## config.mk

```make
export PLATFORM = sky130hd
export DESIGN_NAME = efpga_cfg_ctrl
export DESIGN_NICKNAME = d
export VERILOG_FILES = /design/src/rtl/efpga_cfg_ctrl.sv
export SDC_FILE = /design/constraint.sdc
export NUM_CORES = 1
export LEC_CHECK = 0
export ABC_CLOCK_PERIOD_IN_PS = 3930
export CAP_MARGIN = 20
export CORE_ASPECT_RATIO = 0.9
export CORE_MARGIN = 4
export CORE_UTILIZATION = 57
export CTS_CLUSTER_SIZE = 24
export DETAILED_ROUTE_END_ITERATION = 8
export PLACE_DENSITY = 0.77
export SETUP_SLACK_MARGIN = 0.1
export SLEW_MARGIN = 20
export SYNTH_ARGS = -nofsm -noshare
export SYNTH_HDL_FRONTEND = slang
export SYNTH_SLANG_ARGS = --single-unit
```

## constraint.sdc

```tcl
create_clock -name clk -period 3.93 [get_ports clk]
set_input_delay 0.786 -clock clk [delete_from_list [all_inputs] [get_ports clk]]
set_output_delay 0.786 -clock clk [all_outputs]
set_load 0.005 [all_outputs]
```

## src/rtl/efpga_cfg_ctrl.sv

```systemverilog
// Runtime eFPGA configuration controller: streams bitstream words LSB-first into the
// fabric configuration chain and sequences the chain/fabric resets around the load.
module efpga_cfg_ctrl #(
  parameter int unsigned DATA_W        = 32,
  parameter int unsigned LEN_W         = 14,
  parameter int unsigned SETTLE_CYCLES = 16,
  parameter int unsigned TIMEOUT       = 1024
) (
  input  logic              clk,
  input  logic              rst_n,
  input  logic              start,
  input  logic              abort,
  input  logic [LEN_W-1:0]  bit_len,
  input  logic              s_valid,
  output logic              s_ready,
  input  logic [DATA_W-1:0] s_data,
  output logic              prog,
  output logic              prog_en,
  output logic              prog_rst,
  output logic              fpga_rst,
  output logic              busy,
  output logic              done,
  output logic              error
);

  localparam int unsigned WBITS_W  = $clog2(DATA_W + 1);
  localparam int unsigned SETTLE_W = $clog2(SETTLE_CYCLES + 1);
  localparam int unsigned STARVE_W = $clog2(TIMEOUT + 1);

  typedef enum logic [2:0] {StIdle, StSettle, StLoad, StDone, StError} state_e;

  state_e              state_q, state_d;
  logic [SETTLE_W-1:0] settle_q, settle_d;
  logic [LEN_W-1:0]    rem_q, rem_d;
  logic [DATA_W-1:0]   shift_q, shift_d;
  logic [WBITS_W-1:0]  wbits_q, wbits_d;
  logic [STARVE_W-1:0] starve_q, starve_d;
  logic prog_q, prog_d, prog_en_q, prog_en_d, s_ready_q, s_ready_d;
  logic prog_rst_q, prog_rst_d, fpga_rst_q, fpga_rst_d;
  logic busy_q, busy_d, done_q, done_d, error_q, error_d;
  logic hs;

  assign hs = s_ready_q & s_valid;

  always_comb begin
    state_d    = state_q;
    settle_d   = settle_q;
    rem_d      = rem_q;
    shift_d    = shift_q;
    wbits_d    = wbits_q;
    starve_d   = starve_q;
    prog_d     = 1'b0;
    prog_en_d  = 1'b0;
    s_ready_d  = 1'b0;
    prog_rst_d = prog_rst_q;
    fpga_rst_d = fpga_rst_q;
    busy_d     = busy_q;
    done_d     = done_q;
    error_d    = error_q;

    if (abort) begin
      state_d    = StIdle;
      prog_rst_d = 1'b1;
      fpga_rst_d = 1'b1;
      busy_d     = 1'b0;
      done_d     = 1'b0;
      error_d    = 1'b0;
    end else begin
      unique case (state_q)
        StIdle, StDone, StError: begin
          if (start) begin
            rem_d      = bit_len;
            wbits_d    = '0;
            starve_d   = '0;
            settle_d   = '0;
            done_d     = 1'b0;
            prog_rst_d = 1'b1;
            fpga_rst_d = 1'b1;
            if (bit_len == '0) begin
              state_d = StError;
              error_d = 1'b1;
            end else begin
              state_d = StSettle;
              error_d = 1'b0;
              busy_d  = 1'b1;
            end
          end
        end
        StSettle: begin
          if (settle_q == SETTLE_W'(SETTLE_CYCLES - 1)) begin
            state_d    = StLoad;
            prog_rst_d = 1'b0;
            s_ready_d  = (rem_q != '0);
          end else begin
            settle_d = settle_q + 1'b1;
          end
        end
        StLoad: begin
          if (rem_q == '0) begin
            // Any bits still buffered belong past the requested length and are dropped.
            state_d    = StDone;
            fpga_rst_d = 1'b0;
            done_d     = 1'b1;
            busy_d     = 1'b0;
          end else begin
            if (wbits_q != '0) begin
              prog_d    = shift_q[0];
              prog_en_d = 1'b1;
              shift_d   = shift_q >> 1;
              wbits_d   = wbits_q - 1'b1;
              rem_d     = rem_q - 1'b1;
              if (hs) begin
                shift_d = s_data;
                wbits_d = WBITS_W'(DATA_W);
              end
            end else if (hs) begin
              // Empty buffer: emit bit 0 of the incoming word straight away.
              prog_d    = s_data[0];
              prog_en_d = 1'b1;
              shift_d   = s_data >> 1;
              wbits_d   = WBITS_W'(DATA_W - 1);
              rem_d     = rem_q - 1'b1;
            end

            if (hs) begin
              starve_d = '0;
            end else if (wbits_q == '0) begin
              starve_d = starve_q + 1'b1;
            end

            if (!hs && (wbits_q == '0) && (starve_q == STARVE_W'(TIMEOUT - 1))) begin
              state_d    = StError;
              error_d    = 1'b1;
              prog_rst_d = 1'b1;
              fpga_rst_d = 1'b1;
              busy_d     = 1'b0;
            end else begin
              s_ready_d = (wbits_d <= WBITS_W'(1)) && (rem_d > LEN_W'(wbits_d));
            end
          end
        end
        default: state_d = StIdle;
      endcase
    end
  end

  always_ff @(posedge clk or negedge rst_n) begin
    if (!rst_n) begin
      state_q    <= StIdle;
      settle_q   <= '0;
      rem_q      <= '0;
      shift_q    <= '0;
      wbits_q    <= '0;
      starve_q   <= '0;
      prog_q     <= 1'b0;
      prog_en_q  <= 1'b0;
      s_ready_q  <= 1'b0;
      prog_rst_q <= 1'b1;
      fpga_rst_q <= 1'b1;
      busy_q     <= 1'b0;
      done_q     <= 1'b0;
      error_q    <= 1'b0;
    end else begin
      state_q    <= state_d;
      settle_q   <= settle_d;
      rem_q      <= rem_d;
      shift_q    <= shift_d;
      wbits_q    <= wbits_d;
      starve_q   <= starve_d;
      prog_q     <= prog_d;
      prog_en_q  <= prog_en_d;
      s_ready_q  <= s_ready_d;
      prog_rst_q <= prog_rst_d;
      fpga_rst_q <= fpga_rst_d;
      busy_q     <= busy_d;
      done_q     <= done_d;
      error_q    <= error_d;
    end
  end

  assign prog     = prog_q;
  assign prog_en  = prog_en_q;
  assign s_ready  = s_ready_q;
  assign prog_rst = prog_rst_q;
  assign fpga_rst = fpga_rst_q;
  assign busy     = busy_q;
  assign done     = done_q;
  assign error    = error_q;

endmodule

```

==> results of run 1 <==
registers in the layout, summed over array words and instances, names as in the netlist, 3 cells and up:
register	cells
settle_q	5
starve_q	11
rem_q	14
wbits_q	6
state_q	3
shift_q	32
path summary, 6_finish.rpt:
kind	startpoint	slack (ns)	to	cells past startpoint
max	s_valid	0.78	s_ready	12
min	rst_n	0.46	rem_q[13]	1
max reg2reg	wbits_q[3]	0.83	s_ready	10
min reg2reg	shift_q[29]	0.48	shift_q[29]	2
max in group asynchronous	rst_n	2.98	shift_q[6]	1
min in group clk	shift_q[29]	0.48	shift_q[29]	2
metal layers:
metal  up-vias  global-route usage
li1       2309                   -
met1      2170               0.343
met2       166               0.373
met3        20              0.0527
met4         0              0.0659
met5         -                   0
metrics by stage:
stage               total power [W]  hold WS [ns]  utilization
floorplan                   0.00120         0.448            -
global placement            0.00132         0.460        0.651
detailed placement          0.00134         0.470        0.651
CTS                         0.00198         0.486        0.676
global route                0.00207         0.509        0.676
finish                      0.00196         0.463        0.676
synth_stat cells (all sizes together), types with 3 or more instances:
master | number | share of area
a21oi | 89 | 0.090
a31oi | 5 | 0.0062
and2 | 5 | 0.0067
and3 | 3 | 0.0037
buf | 24 | 0.032
clkbuf | 18 | 0.014
dfrtp | 77 | 0.38
ha | 11 | 0.027
inv | 10 | 0.0075
nand2 | 134 | 0.10
nand2b | 5 | 0.0062
nand3 | 15 | 0.015
nand4 | 6 | 0.010
nor2 | 55 | 0.043
nor2b | 9 | 0.011
nor3 | 10 | 0.012
nor3b | 5 | 0.0075
nor4 | 13 | 0.025
o21ai | 78 | 0.078
o22a | 4 | 0.0070
o31ai | 14 | 0.023
or3 | 5 | 0.0062
xnor2 | 5 | 0.0087
power breakdown:
part / switching, W / internal, W / leakage (nW)
registers: 0.0000905 / 0.000880 / 1.06
logic: 0.000184 / 0.000173 / 1.06
clock network: 0.000286 / 0.000344 / 0.109
total: 0.000561 / 0.00140 / 2.22
cells by family after synthesis:
| kind of cell | count (synthesis) | share of synthesized area |
|---|---|---|
| compound gates | 215 | 0.253 |
| xor+xnor | 7 | 0.0122 |
| fa+ha+maj | 11 | 0.0274 |
| buf+inv | 52 | 0.0539 |
| flops | 79 | 0.395 |
| mux | 1 | 0.00200 |
| simple gates | 271 | 0.257 |
cell type report:
class | count | share of cell area
Clock inverter | 3 | 0.00691
Timing Repair Buffer | 66 | 0.111
Clock buffer | 13 | 0.0292
Sequential cell | 79 | 0.342
Multi-Input combinational cell | 505 | 0.479
Inverter | 10 | 0.00648
Tap cell | 119 | 0.0257
worst register-to-register path: stages, from the launching register on:
cell,delay (ns)
dfrtp_1,0.50
or3_1,0.69
o31ai_2,0.44
or3_1,0.17
xnor2_1,0.14
ha_1,0.28
a21oi_1,0.15
nor2b_1,0.06
o32a_1,0.34
a211oi_1,0.17
a21oi_1,0.06
==> impl_metrics.ini, run 1 <==
[sta]
period_minus_slack_ns = 3.15
hold_violations = 0
fin_crit_sh = 0.801
worst_slew_pin_slew_ns = 0.973
tns_ns = 0
slew-limit-headroom = 0.352
setup_viol = 0
clock_skew_ns = 0.0112
rsz0062_at_grt = no
slew_viol_final = 0
fmax_mhz = 318
fin_ws_ns = 0.781

[floorplan]
dieArea_mm2 = 0.0104
die_height_um = 97.0
fp-row-count = 32
die_w_um = 107
coreArea_mm2 = 0.00857
io-pin-count = 59
start_util = 0.586

[setup_path]
arrival_ns = 3.40
crit_slowest_cell = clkdlybuf4s50_1
critical_path_class = input pin to flip-flop
max_stage_delay_ns = 0.51
required_ns = 4.18
critPathBufInv = 2
cp_max_fo = 42
cp-start-kind = input pin
crit_chain = clkdlybuf4s50_1 > and2_1 > buf_4 > nand2_1 > nand2_1 > ha_1 > a21o_1 > a21oi_1 > nor2b_1 > o32a_1 > a211oi_1 > a21oi_1
crit_family = buffers and inverters
critPathCaptureType = flip-flop

[routing]
wl_met3_um = 740
drtPass1Iterations = 5
via_per_inst = 5.87
wl_met2_um = 5490
routedWlPerCell_um = 15.0
drcViolationCount = 0
wl_met1_um = 5540
antenna_left = 0
vias = 4665
totalWireLength_um = 11900
initialDrtViolationCount = 295
maxUsedRoutingLayer = met4

[clocking]
htreeDepth = 3
clockBufferDepth = 2
cts-hold-fix-buffers = 0
cts-resized-gates = 0
cts.clk_slew.worst_paths_ns = 0.08
clock-root-buffer = clkbuf_8
clock-sinks = 79
postCtsSetupRepairBufs = 0
cts_buffers = 9
cts_tree = done
clk_latency_ns = 0.36

[cells_and_area]
layout_commonest_cell = nand2_1
fin_nets = 733
syn_to_final_growth_pct = 15.4
stdcell_area_mm2 = 0.00579
multi_input_area_mm2 = 0.00278
regArea_mm2 = 0.00198
nFillCells = 762
final_cell_mix = nand2_1 (133), a21oi_1 (88), dfrtp_1 (77)
layout-drive-gt1-share = 0.0651
stdcell_count = 795
diodes = 0

[placed_design]
dpl.cell_count = 779
dp_hpwl_um = 8140
dpl_cell_area_mm2 = 0.00558
dp_slack_ns = 0.447
io_buffers = 58
routabilityCongestion = 0.903

[grt]
antenna_found_initial = 0
grt-ovfl-total = 0
grt_pass1_wl_um = 20600
grt.total_usage = 0.241
grt_max_degree = 80
grt_pass1_vias = 4317

[synthesis]
netlist_area_mm2 = 0.00502
yosys.cell_types.count = 62
seq_area_frac_synth = 0.395
synth_edf_count = 0
ys_ff_latch = 79
synthCells = 636
synth_warnings = 0
ys_async_sr_fraction = 1.00
synth.net_count = 698
ys_dominant_reg_cell = dfrtp_1
synth.avg_cell_area_um2 = 7.89

[power]
irDropWorstVdd_mv = 0.239
power_per_cell_area_mw_per_mm2 = 338
p_leak_nw = 2.22

[worst_hold_path]
min_path_type = input pin to asynchronous set/reset pin

[run_status]
status = completed

[job]
cap_violations = 0
Note: power is estimated with default switching activity, not from simulation.
==> run 2, diff against run 1 <==
--- a/config.mk
+++ b/config.mk
@@ -5,7 +5,7 @@
 export SDC_FILE = /design/constraint.sdc
 export NUM_CORES = 1
 export LEC_CHECK = 0
-export ABC_CLOCK_PERIOD_IN_PS = 3930
+export ABC_CLOCK_PERIOD_IN_PS = 3200
 export CAP_MARGIN = 20
 export CORE_ASPECT_RATIO = 0.9
 export CORE_MARGIN = 4
==> constraint.sdc (replaced) <==
create_clock -name clk -period 3.2 [get_ports clk]
set_input_delay 0.64 -clock clk [delete_from_list [all_inputs] [get_ports clk]]
set_output_delay 0.64 -clock clk [all_outputs]
set_load 0.005 [all_outputs]
==> run 2 against run 1 <==
  * Final cell count up 1.6%
  * Clock power is 15% higher
  * Die area is the same
  * Sequential cell count unchanged
  * Clock-buffer cell count decreased by 4
  * Register-to-register slack worse by 0.53 ns
  * Setup slack worse by 0.48 ns
  * Non-clock buffer count up 14
  * Core utilization increased by 1.2 points
  * Via count is 0.77% higher
  * Sequential power is 23% higher
  * Routed wire length up 0.42%
  * Critical endpoint unchanged
  * Largest cell class unchanged
==> impl_metrics.ini, run 2 (synthesis gave the netlist of run 1 again) <==
[routing]
initialDrtViolationCount = 330
drtPass1Iterations = 5
drcViolationCount = 0
routedWlPerCell_um = 14.8
vias = 4701
via_per_inst = 5.82
totalWireLength_um = 12000
antenna_left = 0

[cells_and_area]
largest_reg_flops = 32
reg_top3 = shift_q x32, rem_q x14, starve_q x11
final_cell_mix = nand2_1 (133), a21oi_1 (88), dfrtp_1 (77)
stdcell_count = 808
layout-drive-gt1-share = 0.0856
top_register = shift_q
fin_nets = 747
diodes = 0
layout_commonest_cell = nand2_1
syn_to_final_growth_pct = 17.5
stdcell_area_mm2 = 0.00589
nFillCells = 745

[grt]
antenna_found_initial = 0
grt_pass1_vias = 4373
grt.total_usage = 0.237
grt_pass1_wl_um = 20600
grt_max_degree = 80
grt-ovfl-total = 0

[clocking]
htreeDepth = 3
cts-resized-gates = 0
clock-root-buffer = clkbuf_8
clk_latency_ns = 0.35
cts_buffers = 9
cts_tree = done
cts.clk_slew.worst_paths_ns = 0.09
clockBufferDepth = 2
postCtsSetupRepairBufs = 0
cts-hold-fix-buffers = 0
clock-sinks = 79

[setup_path]
crit_chain = or3_1 > o31ai_2 > buf_4 > xnor2_1 > ha_1 > a21o_1 > a21oi_1 > nor2b_1 > o32a_1 > a211oi_1 > a21oi_1
cp-start-kind = flip-flop
arrival_ns = 3.13
path_common_cell = a21oi_1
required_ns = 3.43
critPathCaptureType = flip-flop
max_stage_delay_ns = 0.58
cp_max_fo = 8
critical_path_class = flip-flop to flip-flop
crit_slowest_cell = or3_1

[sta]
rsz0062_at_grt = no
hold_violations = 0
slew_viol_final = 0
worst_slew_pin_slew_ns = 0.723
setup_viol = 0
clock_skew_ns = 0.00904
fin_crit_sh = 0.906
slew-limit-headroom = 0.518
fmax_mhz = 345
period_minus_slack_ns = 2.90
tns_ns = 0

[floorplan]
dieArea_mm2 = 0.0104
coreArea_mm2 = 0.00857
die_height_um = 97.0
start_util = 0.586
die_w_um = 107
fp-row-count = 32
io-pin-count = 59

[run_status]
status = completed

[placed_design]
dpl_cell_area_mm2 = 0.00570
dpl.cell_count = 793
dp_hpwl_um = 8420
io_buffers = 58
routabilityCongestion = 0.941

[worst_hold_path]
min_path_type = input pin to asynchronous set/reset pin

[job]
cap_violations = 0

[power]
irDropWorstVdd_mv = 0.297
p_leak_nw = 2.30
power_per_cell_area_mw_per_mm2 = 402
## run 2: changes by cell type in the layout (fill, tap and decap cells not counted)
cell      change
clkinv_4      +2
buf_4        +13
clkbuf_1      -1
nor2b_1       -1
buf_12        +1
clkinv_2      +1
clkbuf_8      -3
nor2b_4       +1
## run 2: area by class of cell
cell class,count,area (µm²),area share
flip-flops and latches,79,1980,0.336
clock inverters,6,62.6,0.0106
repair buffers,80,759,0.129
multi-input cells,505,2780,0.472
clock buffers,9,124,0.0210
well taps,119,149,0.0253
inverters,10,37.5,0.00637
## run 2: routing by layer
layer  track usage  wire length [µm]  up-vias
met5             0                 0        -
met4        0.0590                93        0
met3        0.0374               558        8
met2         0.368              5710      133
met1         0.349              5640     2213
li1              -                 -     2347
## run 2: power by group
group / switching [W] / internal, W
Sequential: 0.000112 / 0.00108
Clock: 0.000371 / 0.000355
Combinational: 0.000228 / 0.000224
## run 2: worst max-delay path: cells and delay by family, from the launching register on
kind	cells	cell delay, ns
xor+xnor	1	0.06
simple gates	2	0.64
compound gates	6	1.20
flops	1	0.48
fa+ha+maj	1	0.21
buf+inv	1	0.19
## run 2: metrics by stage
stage	power [W]	hold WS, ns	setup WS, ns	utilization
finish	0.00237	0.318	0.302	0.688
global placement	0.00164	0.460	0.128	0.665
global route	0.00250	0.375	0.126	0.688
floorplan	0.00148	0.344	0.255	-
detailed placement	0.00166	0.467	0.0775	0.665
CTS	0.00239	0.487	0.238	0.687
## run 2: final timing paths
| kind | from | endpoint | slack, ns | cells after the start |
|---|---|---|---|---|
| min reg2reg | settle_q[4] | settle_q[4] | 0.48 | 2 |
| min | rst_n | settle_q[3] | 0.32 | 1 |
| max | wbits_q[5] | s_ready | 0.30 | 11 |
| max in group asynchronous | rst_n | wbits_q[5] | 2.38 | 1 |
| min in group clk | settle_q[4] | settle_q[4] | 0.48 | 2 |
| max reg2reg | wbits_q[5] | s_ready | 0.30 | 11 |
==> run 3, diff against run 2 <==
--- a/config.mk
+++ b/config.mk
@@ -7,7 +7,7 @@
 export LEC_CHECK = 0
 export ABC_CLOCK_PERIOD_IN_PS = 3200
 export CAP_MARGIN = 20
-export CORE_ASPECT_RATIO = 0.9
+export CORE_ASPECT_RATIO = 1.75
 export CORE_MARGIN = 4
 export CORE_UTILIZATION = 57
 export CTS_CLUSTER_SIZE = 24
==> run 3 against run 2 <==
  * Register-to-register slack improved by 0.05 ns
  * Critical path depth did not move
  * First-iteration DRC count rose by 6.7%
  * Sequential share of layout area fell by 0.37 points
  * Power rose by 12%
  * Core utilization rose by 0.39 points
  * Critical path type unchanged
  * Critical endpoint unchanged
  * Largest cell class unchanged
  * Largest power group unchanged
  * Highest routed layer unchanged
==> impl_metrics.ini, run 3 (synthesis gave the netlist of run 1 again) <==
[run_status]
status = completed

[setup_path]
arrival_ns = 3.06
cp_max_fo = 8
required_ns = 3.42
cp-start-kind = flip-flop
critical_path_class = flip-flop to flip-flop
critPathCaptureType = flip-flop

[worst_hold_path]
min_path_type = input pin to asynchronous set/reset pin

[power]
p_clk_frac = 0.383
pwr-share-comb = 0.167
irDropWorstVdd_mv = 0.388
power_per_cell_area_mw_per_mm2 = 447
p_sw_frac = 0.279
fin_total_pwr_w = 0.00266
p_leak_nw = 2.31
p_seq_frac = 0.449
internal-power_w = 0.00192
power_switching_w = 0.000742

[routing]
drcViolationCount = 0
vias = 4768
antenna_left = 0
routedWlPerCell_um = 15.7
totalWireLength_um = 12600
drtPass1Iterations = 5
via_per_inst = 5.95
initialDrtViolationCount = 352

[cells_and_area]
fin_nets = 742
layout-drive-gt1-share = 0.0788
syn_to_final_growth_pct = 18.8
diodes = 0
final_core_util = 0.692
final_cell_mix = nand2_1 (133), a21oi_1 (88), dfrtp_1 (77)
largest_reg_flops = 32
layout_commonest_cell = nand2_1
top_register = shift_q
reg_top3 = shift_q x32, rem_q x14, starve_q x11

[floorplan]
coreArea_mm2 = 0.00861
fp-row-count = 45
die_height_um = 132
dieArea_mm2 = 0.0104
start_util = 0.582
io-pin-count = 59
die_w_um = 78.9

[sta]
fmax_mhz = 351
clock_skew_ns = 0.00764
period_minus_slack_ns = 2.85
hold_violations = 0
slew-limit-headroom = 0.330
worst_slew_pin_slew_ns = 1.00
slew_viol_final = 0
fin_crit_sh = 0.889
rsz0062_at_grt = no
tns_ns = 0
setup_viol = 0
hold_ws_ns = 0.456

[clocking]
clockBufferDepth = 2
clk_latency_ns = 0.34
clock-sinks = 79
clock-root-buffer = clkbuf_16
cts-hold-fix-buffers = 0
cts_buffers = 9
cts-resized-gates = 0
cts.clk_slew.worst_paths_ns = 0.06
htreeDepth = 3
cts_tree = done
postCtsSetupRepairBufs = 0

[grt]
grt_pass1_wl_um = 21500
grt_pass1_vias = 4703
grt-ovfl-total = 0
grt_max_degree = 80
antenna_found_initial = 0
grt.total_usage = 0.251

[placed_design]
routabilityCongestion = 0.986
dp_hpwl_um = 8820
io_buffers = 58

[job]
cap_violations = 0
==> run 3: changes by cell type in the layout (fill, tap and decap cells not counted), sizes merged <==
cell and delta:
buf -5, clkinv -1, clkbuf +2
==> run 3: power by group through the flow <==
stage          sequential (W)  clock [W]  combinational [W]
3_3_place_gp          0.00120          0           0.000432
5_1_grt               0.00121    0.00109           0.000503
3_5_place_dp          0.00121          0           0.000445
4_1_cts               0.00119    0.00104           0.000448
6_report              0.00120    0.00102           0.000446
2_1_floorplan         0.00117          0           0.000303
==> run 3: cell type report <==
type / count / area, µm²
clock buffer: 11 / 243
fill: 742 / 2660
multi-input combinational: 505 / 2780
inverter: 10 / 37.5
timing repair buffer: 75 / 718
clock inverter: 5 / 57.6
sequential: 79 / 1980
tap: 117 / 146
==> run 3: path summary, 6_finish.rpt <==
check | cells after the start | end | slack [ns] | from
setup / recovery | 11 | s_ready | 0.35 | wbits_q[5]
max in group asynchronous | 1 | shift_q[5] | 2.07 | rst_n
hold reg to reg | 2 | shift_q[10] | 0.48 | shift_q[10]
setup reg to reg | 11 | s_ready | 0.35 | wbits_q[5]
min in group clk | 2 | shift_q[10] | 0.48 | shift_q[10]
hold / removal | 1 | shift_q[26] | 0.46 | rst_n
==> run 3: critical path, stage by stage (launching register included) <==
cell and delay, ns:
dfrtp_1 0.47, nor3_1 0.38, nand2_1 0.27, buf_4 0.23, o21ai_0 0.07, o21ai_0 0.16, ha_1 0.32, a21oi_1 0.24
nor2_1 0.07, o32a_1 0.28, a211oi_1 0.17, a21oi_1 0.07
==> run 3: layer usage <==
metal / track usage / part of all wire / vias to the layer above
li1: - / - / 2340
met1: 0.293 / 0.39 / 2271
met2: 0.437 / 0.54 / 115
met3: 0.0465 / 0.036 / 42
met4: 0.121 / 0.039 / 0
met5: 0 / 0 / -
==> run 3: stage by stage <==
| stage | worst slack (ns) | area [µm²] | instances |
|---|---|---|---|
| after floorplan | 0.255 | 5020 | 636 |
| after global placement | 0.204 | 5660 | 786 |
| after detailed placement | 0.131 | 5660 | 786 |
| after CTS | 0.334 | 5960 | 802 |
| after global routing | 0.152 | 5960 | 802 |
| final | 0.355 | 5960 | 802 |
